`src/rtl/mem_pkg.sv`:
```
// rtl/mem_pkg.sv - shared ramControl width codes, controller FSM state and request type
// Ports: none (package). Provides RC_* width codes, ram_ctrl_state_t, mem_req_t and
// rc_misaligned(), which flags an address that is illegal for a width code.
package mem_pkg;

  localparam logic [2:0] RC_BYTE  = 3'b001;
  localparam logic [2:0] RC_HALF  = 3'b010;
  localparam logic [2:0] RC_BYTEU = 3'b101;
  localparam logic [2:0] RC_HALFU = 3'b110;
  // Any code not listed above also means word; this is the canonical one.
  localparam logic [2:0] RC_WORD  = 3'b011;

  typedef enum logic [1:0] {
    ST_IDLE   = 2'd0,
    ST_ACCESS = 2'd1,
    ST_RESP   = 2'd2
  } ram_ctrl_state_t;

  typedef struct packed {
    logic        we;
    logic [31:0] addr;
    logic [31:0] wdata;
    logic [2:0]  ctrl;
  } mem_req_t;

  // Bytes are always aligned, halves need addr[0]=0, everything else is a word.
  function automatic logic rc_misaligned(input logic [1:0] a, input logic [2:0] c);
    case (c)
      RC_BYTE, RC_BYTEU: rc_misaligned = 1'b0;
      RC_HALF, RC_HALFU: rc_misaligned = a[0];
      default:           rc_misaligned = (a != 2'b00);
    endcase
  endfunction

endpackage

```
`src/rtl/ram_access_ctrl_if.sv`:
```
// rtl/ram_access_ctrl_if.sv - one requester's access port into ram_access_ctrl
// Signals: req/we/addr/wdata/ctrl (requester -> controller),
//          done/err/rdata (controller -> requester).
// Modports: master (requester side), slave (controller side).
interface ram_access_ctrl_if;
  logic        req;
  logic        we;
  logic [31:0] addr;
  logic [31:0] wdata;
  logic [2:0]  ctrl;
  logic        done;
  logic        err;
  logic [31:0] rdata;

  modport master (output req, we, addr, wdata, ctrl, input done, err, rdata);
  modport slave  (input req, we, addr, wdata, ctrl, output done, err, rdata);
endinterface

```
`src/rtl/ram_rr_arb2.sv`:
```
// rtl/ram_rr_arb2.sv - combinational 2-way round-robin pick with fixed-priority fallback
// Ports: req[1:0] requests, last_idx index granted last, rr_en 1=round-robin 0=index 0 wins,
//        gnt_valid any request present, gnt_idx granted index.
module ram_rr_arb2 (
  input  logic [1:0] req,
  input  logic       last_idx,
  input  logic       rr_en,
  output logic       gnt_valid,
  output logic       gnt_idx
);

  assign gnt_valid = |req;

  always_comb begin
    gnt_idx = 1'b0;
    if (req == 2'b11) begin
      gnt_idx = rr_en ? ~last_idx : 1'b0;
    end else if (req[1]) begin
      gnt_idx = 1'b1;
    end
  end

endmodule

```
`src/rtl/ram_access_ctrl.sv`:
```
// rtl/ram_access_ctrl.sv - two-requester arbiter and access sequencer for the data RAM
// Ports: clk, reset_n (async active-low); m0/m1 requester ports (slave modport);
//        ram_we/ram_addr/ram_wdata/ram_ctrl registered RAM drive, ram_rdata combinational
//        RAM read data. One access per IDLE->ACCESS->RESP pass; done pulses in RESP.
module ram_access_ctrl
  import mem_pkg::*;
#(
  parameter int MEM_WORDS = 256,
  parameter bit RR_EN     = 1'b1
) (
  input  logic                clk,
  input  logic                reset_n,
  ram_access_ctrl_if.slave    m0,
  ram_access_ctrl_if.slave    m1,
  output logic                ram_we,
  output logic [31:0]         ram_addr,
  output logic [31:0]         ram_wdata,
  output logic [2:0]          ram_ctrl,
  input  logic [31:0]         ram_rdata
);

  ram_ctrl_state_t state;
  mem_req_t        lat;
  logic            gidx;
  logic            err_q;
  logic            last_q;
  logic [1:0]      done_q;
  logic [1:0]      err_o;
  logic [31:0]     rdata0_q;
  logic [31:0]     rdata1_q;

  logic            gnt_valid;
  logic            gnt_idx;
  mem_req_t        pick;
  logic            pick_err;

  ram_rr_arb2 u_arb (
    .req       ({m1.req, m0.req}),
    .last_idx  (last_q),
    .rr_en     (RR_EN),
    .gnt_valid (gnt_valid),
    .gnt_idx   (gnt_idx)
  );

  always_comb begin
    pick.we    = gnt_idx ? m1.we    : m0.we;
    pick.addr  = gnt_idx ? m1.addr  : m0.addr;
    pick.wdata = gnt_idx ? m1.wdata : m0.wdata;
    pick.ctrl  = gnt_idx ? m1.ctrl  : m0.ctrl;
  end

  assign pick_err = rc_misaligned(pick.addr[1:0], pick.ctrl)
                  | (pick.addr[31:2] >= 30'(MEM_WORDS));

  // The latched request doubles as the registered RAM address/data/width drive,
  // so those outputs hold the last granted values between accesses.
  assign ram_addr  = lat.addr;
  assign ram_wdata = lat.wdata;
  assign ram_ctrl  = lat.ctrl;

  assign m0.done  = done_q[0];
  assign m1.done  = done_q[1];
  assign m0.err   = err_o[0];
  assign m1.err   = err_o[1];
  assign m0.rdata = rdata0_q;
  assign m1.rdata = rdata1_q;

  always_ff @(posedge clk or negedge reset_n) begin
    if (!reset_n) begin
      state    <= ST_IDLE;
      lat      <= '0;
      gidx     <= 1'b0;
      err_q    <= 1'b0;
      last_q   <= 1'b1;           // m0 wins the first tie
      ram_we   <= 1'b0;
      done_q   <= 2'b00;
      err_o    <= 2'b00;
      rdata0_q <= '0;
      rdata1_q <= '0;
    end else begin
      case (state)
        ST_IDLE: begin
          if (gnt_valid) begin
            lat    <= pick;
            gidx   <= gnt_idx;
            err_q  <= pick_err;
            ram_we <= pick.we & ~pick_err;
            state  <= ST_ACCESS;
          end
        end
        ST_ACCESS: begin
          ram_we <= 1'b0;
          // Stores leave the requester's rdata untouched; rejected loads return 0.
          if (!lat.we) begin
            if (gidx) rdata1_q <= err_q ? 32'h0 : ram_rdata;
            else      rdata0_q <= err_q ? 32'h0 : ram_rdata;
          end
          done_q <= gidx ? 2'b10 : 2'b01;
          err_o  <= gidx ? {err_q, 1'b0} : {1'b0, err_q};
          state  <= ST_RESP;
        end
        ST_RESP: begin
          done_q <= 2'b00;
          err_o  <= 2'b00;
          last_q <= gidx;
          state  <= ST_IDLE;
        end
        default: begin
          state <= ST_IDLE;
        end
      endcase
    end
  end

endmodule

```
`src/flat_wrapper.sv`:
```
// flat-port wrapper written by rule: the top's interface ports become plain ports
module ram_access_ctrl_flat import mem_pkg::*;
#(
  parameter int MEM_WORDS = 256,
  parameter bit RR_EN     = 1'b1
)
  (clk, reset_n, ram_we, ram_addr, ram_wdata, ram_ctrl, ram_rdata, m0_req, m0_we, m0_addr, m0_wdata, m0_ctrl, m0_done, m0_err, m0_rdata, m1_req, m1_we, m1_addr, m1_wdata, m1_ctrl, m1_done, m1_err, m1_rdata);
  ram_access_ctrl_if m0_i ();
  ram_access_ctrl_if m1_i ();
  input  logic clk;
  input  logic reset_n;
  output logic ram_we;
  output logic [31:0] ram_addr;
  output logic [31:0] ram_wdata;
  output logic [2:0] ram_ctrl;
  input  logic [31:0] ram_rdata;
  input wire logic [$bits(m0_i.req)-1:0] m0_req;
  input wire logic [$bits(m0_i.we)-1:0] m0_we;
  input wire logic [$bits(m0_i.addr)-1:0] m0_addr;
  input wire logic [$bits(m0_i.wdata)-1:0] m0_wdata;
  input wire logic [$bits(m0_i.ctrl)-1:0] m0_ctrl;
  output wire logic [$bits(m0_i.done)-1:0] m0_done;
  output wire logic [$bits(m0_i.err)-1:0] m0_err;
  output wire logic [$bits(m0_i.rdata)-1:0] m0_rdata;
  input wire logic [$bits(m1_i.req)-1:0] m1_req;
  input wire logic [$bits(m1_i.we)-1:0] m1_we;
  input wire logic [$bits(m1_i.addr)-1:0] m1_addr;
  input wire logic [$bits(m1_i.wdata)-1:0] m1_wdata;
  input wire logic [$bits(m1_i.ctrl)-1:0] m1_ctrl;
  output wire logic [$bits(m1_i.done)-1:0] m1_done;
  output wire logic [$bits(m1_i.err)-1:0] m1_err;
  output wire logic [$bits(m1_i.rdata)-1:0] m1_rdata;
  assign m0_i.req = m0_req;
  assign m0_i.we = m0_we;
  assign m0_i.addr = m0_addr;
  assign m0_i.wdata = m0_wdata;
  assign m0_i.ctrl = m0_ctrl;
  assign m0_done = m0_i.done;
  assign m0_err = m0_i.err;
  assign m0_rdata = m0_i.rdata;
  assign m1_i.req = m1_req;
  assign m1_i.we = m1_we;
  assign m1_i.addr = m1_addr;
  assign m1_i.wdata = m1_wdata;
  assign m1_i.ctrl = m1_ctrl;
  assign m1_done = m1_i.done;
  assign m1_err = m1_i.err;
  assign m1_rdata = m1_i.rdata;
  ram_access_ctrl #(.MEM_WORDS(MEM_WORDS), .RR_EN(RR_EN)) u_core (.clk(clk), .reset_n(reset_n), .m0(m0_i), .m1(m1_i), .ram_we(ram_we), .ram_addr(ram_addr), .ram_wdata(ram_wdata), .ram_ctrl(ram_ctrl), .ram_rdata(ram_rdata));
endmodule
```
`config.mk`:
```
export PLATFORM = sky130hd
export DESIGN_NAME = ram_access_ctrl_flat
export DESIGN_NICKNAME = d
export VERILOG_FILES = /design/src/rtl/mem_pkg.sv /design/src/rtl/ram_access_ctrl_if.sv /design/src/rtl/ram_rr_arb2.sv /design/src/rtl/ram_access_ctrl.sv /design/src/flat_wrapper.sv
export SDC_FILE = /design/constraint.sdc
export NUM_CORES = 1
export LEC_CHECK = 0
export ABC_AREA = 0
export BUFFER_PORTS_ARGS = -buffer_cell sky130_fd_sc_hd__buf_2
export CAP_MARGIN = 20
export CORE_UTILIZATION = 40
export CTS_BUF_LIST = sky130_fd_sc_hd__clkbuf_4 sky130_fd_sc_hd__clkbuf_8 sky130_fd_sc_hd__clkbuf_16
export DETAILED_ROUTE_END_ITERATION = 6
export PLACE_DENSITY_LB_ADDON = 0.1
export SYNTH_ARGS = -nofsm -noshare
export SYNTH_HDL_FRONTEND = slang
export SYNTH_SLANG_ARGS = --single-unit
```
`constraint.sdc`:
```
create_clock -name clk -period 6.63 [get_ports clk]
set_input_delay 0.663 -clock clk [delete_from_list [all_inputs] [get_ports clk]]
set_output_delay 0.663 -clock clk [all_outputs]
set_load 0.01 [all_outputs]
```
==> run metrics <==
outcome=complete, no violations; initial DRC count=213; # resized after CTS=0; largest net degree at the start of global routing=88; TritonRoute pass-1 iters=4; share of layout cells above drive strength 1=between 30% and 40%; Worst Path Required=6.94 ns; Nets=between 1000 and 1500; sequential element share of the synthesized area=around 54%; Final Wtd Congestion=0.831; CP Max Fanout=40; Final Hold Fails=0; Max VDD drop=224 uV; critical path class=input port to flip-flop; CP startpoint=m1_req; Synth area leader=dfrtp_1; antenna-violating nets left=0; via density per instance=around 4.7; Mapped Cells=between 600 and 700; min-delay worst type=input port to asynchronous set/reset pin; Final min period=2.77 ns; die area=0.0170 mm^2; chip height=around 130 um; Mapped Area=0.00659 mm^2; Synth area leaders=dfrtp_1 54%, o21ai_0 10%, mux2i_1 10%; Post-DP HPWL=approximately 13 mm; RSZ-0062 raised after global routing=false; post-synthesis cell type count=29; IO Port Bufs=between 300 and 400; CP endpoint kind=flip-flop; CTS sink cnt=between 100 and 150; TritonCTS Buffers=17; Yosys reg bits=142; share of the synthesized area in the top cell type=about 54%; Clk Latency, worst-skew pair=0.42 ns; fmax=approximately 0.36 GHz; vias=5284; leakage=approximately 4.4 nW; Starting Density=about two fifths; worst r2r src=u_core.last_q; antenna violations before repair=0; Horiz. Die Dim=130 um; total of max-cap violations=0; skew final=0.00936 ns; CP peak stage delay=0.54 ns; vias in the first global route=5153; crit path max-delay cell type=buf_4; Cell Pwr Density=428 mW/mm^2; CTS tree=built; Commonest cells post-synth=165 x nand2_1, 141 x dfrtp_1, 135 x o21ai_0; DRC errors left=0; Tot GR Track Use=20.0%; core area=0.0160 mm^2; H-tree levels=4; CTS root buffer=clkbuf_16; Rel. slew slack=44.1%; first-pass GRT wire length=25.8 mm; GRT overflow=0; Synth async-reset ratio=100%; Synth Flop Type=dfrtp_1; syn_area_per_cell=9.92 um^2; Post-CTS Setup Bufs=0; Mapped Nets=840; clock buffer depth=2; Worst Setup Start Kind=input port; worst path cell trace=buf_2 > a21boi_4 > buf_4 > mux2_2 > ha_1 > o21ai_0 > nand4b_1 > o22a_1 > o41ai_2; Yosys warning total=0; most numerous cell in the Yosys netlist=nand2_1; EDFF count, synth=0; post-route core utilization=52.7%; Reg clk slew, reported paths=about 0.06 ns; part of the cycle the worst path needs=a little over two fifths; total negative slack=0 ns; Avg WL per Cell=15.2 um; # setup viols final=0; CTS Hold Bufs=0; # IOs=308; Area Growth Syn to Fin=28.0%; site row count=46; Data arrival, critical path=roughly 3 ns; Slew @ Worst Pin=around 0.84 ns; max-slew violations=0; DRT Wirelength=17.0 mm
==> through the flow <==
stage	total power, W	hold slack (ns)	worst slack [ns]	instances	instance area (um^2)
final	0.00361	0.251	3.86	1122	8440
after global routing	0.00387	0.300	3.63	1121	8430
after CTS	0.00364	0.281	3.86	1120	8410
after detailed placement	0.00269	0.464	3.39	1088	7820
after global placement	0.00262	0.457	3.56	1085	7750
after floorplan	0.00238	0.367	4.25	664	6590
==> worst paths after layout <==
| path | cells after the start | slack (ns) | endpoint |
|---|---|---|---|
| worst max-delay path | 9 | 3.86 | u_core.ram_we |
| worst min-delay path | 1 | 0.25 | u_core.ram_wdata[8] |
| worst max register to register | 8 | 3.88 | u_core.ram_we |
| worst min register to register | 2 | 0.47 | u_core.m1.rdata[28] |
| max in group asynchronous | 2 | 5.00 | u_core.ram_wdata[20] |
| min in group clk | 2 | 0.47 | u_core.m1.rdata[28] |
==> cells by family (layout without fill, tap and decap cells) <==
logic type | Yosys count | in the layout | share of synthesized area, %
simple gates | 188 | 188 | 11.4
compound gates | 144 | 144 | 11.6
flops | 142 | 142 | 53.9
buf+inv | 114 | 355 | 11.2
mux | 72 | 72 | 11.1
fa+ha+maj | 4 | 4 | 0.760
other cells | 0 | 1 | 0
==> power breakdown <==
group          leakage, nW  total (W)  switching (W)  internal (W)
clock network        0.276   0.000941       0.000367      0.000574
registers             1.83    0.00138       0.000170       0.00121
logic                 2.29    0.00129       0.000780      0.000509
total                 4.39    0.00361        0.00132       0.00229
==> routing by layer <==
| layer | routed length [um] | GRT usage, % | up-vias |
|---|---|---|---|
| met4 | 336 | 8.38 | 0 |
| met5 | 0 | 0 | - |
| met3 | 1240 | 5.90 | 24 |
| li1 | - | - | 2635 |
| met1 | 6750 | 22.7 | 2442 |
| met2 | 8720 | 35.1 | 183 |
==> registers in the layout (all words and copies together), names as in the netlist <==
| register | flops |
|---|---|
| u_core.gidx | 1 |
| u_core.ram_we | 1 |
| u_core.done_q | 2 |
| u_core.err_o | 2 |
| u_core.m1.rdata | 32 |
| u_core.last_q | 1 |
| u_core.ram_ctrl | 3 |
| u_core.err_q | 1 |
| u_core.lat | 1 |
| u_core.m0.rdata | 32 |
| u_core.ram_addr | 32 |
| u_core.ram_wdata | 32 |
| u_core.state | 2 |
==> cells in the final DEF (no fill, tap or decap), types with 2 or more instances in the layout <==
cell        count
o21ai_0       134
nor2_1          4
inv_6           2
clkinv_4        2
nor4_1         10
nand4_1         3
o32ai_1         2
inv_1           8
buf_2         306
buf_4           4
buf_12          3
mux2i_1        66
clkinvlp_4      5
bufinv_16       2
ha_1            4
clkbuf_4        2
nand3_2         2
nand2_1       165
mux2_2          5
clkbuf_16      17
dfrtp_1       141
==> critical path, delay by kind of cell <==
kind	cells	cell delay, ns
compound gates	4	0.90
mux	1	0.42
buf+inv	2	0.66
fa+ha+maj	1	0.30
simple gates	1	0.13
==> area by class of cell <==
cell class / instances / area, um^2
flip-flops and latches: 142 / 3550
fillers: 1564 / 7560
diodes: 1 / 2.50
repair buffers: 315 / 1660
well taps: 216 / 270
inverters: 8 / 30.0
clock inverters: 12 / 138
multi-input cells: 408 / 2330
clock buffers: 20 / 454
Note: power is estimated with default switching activity, not from simulation.
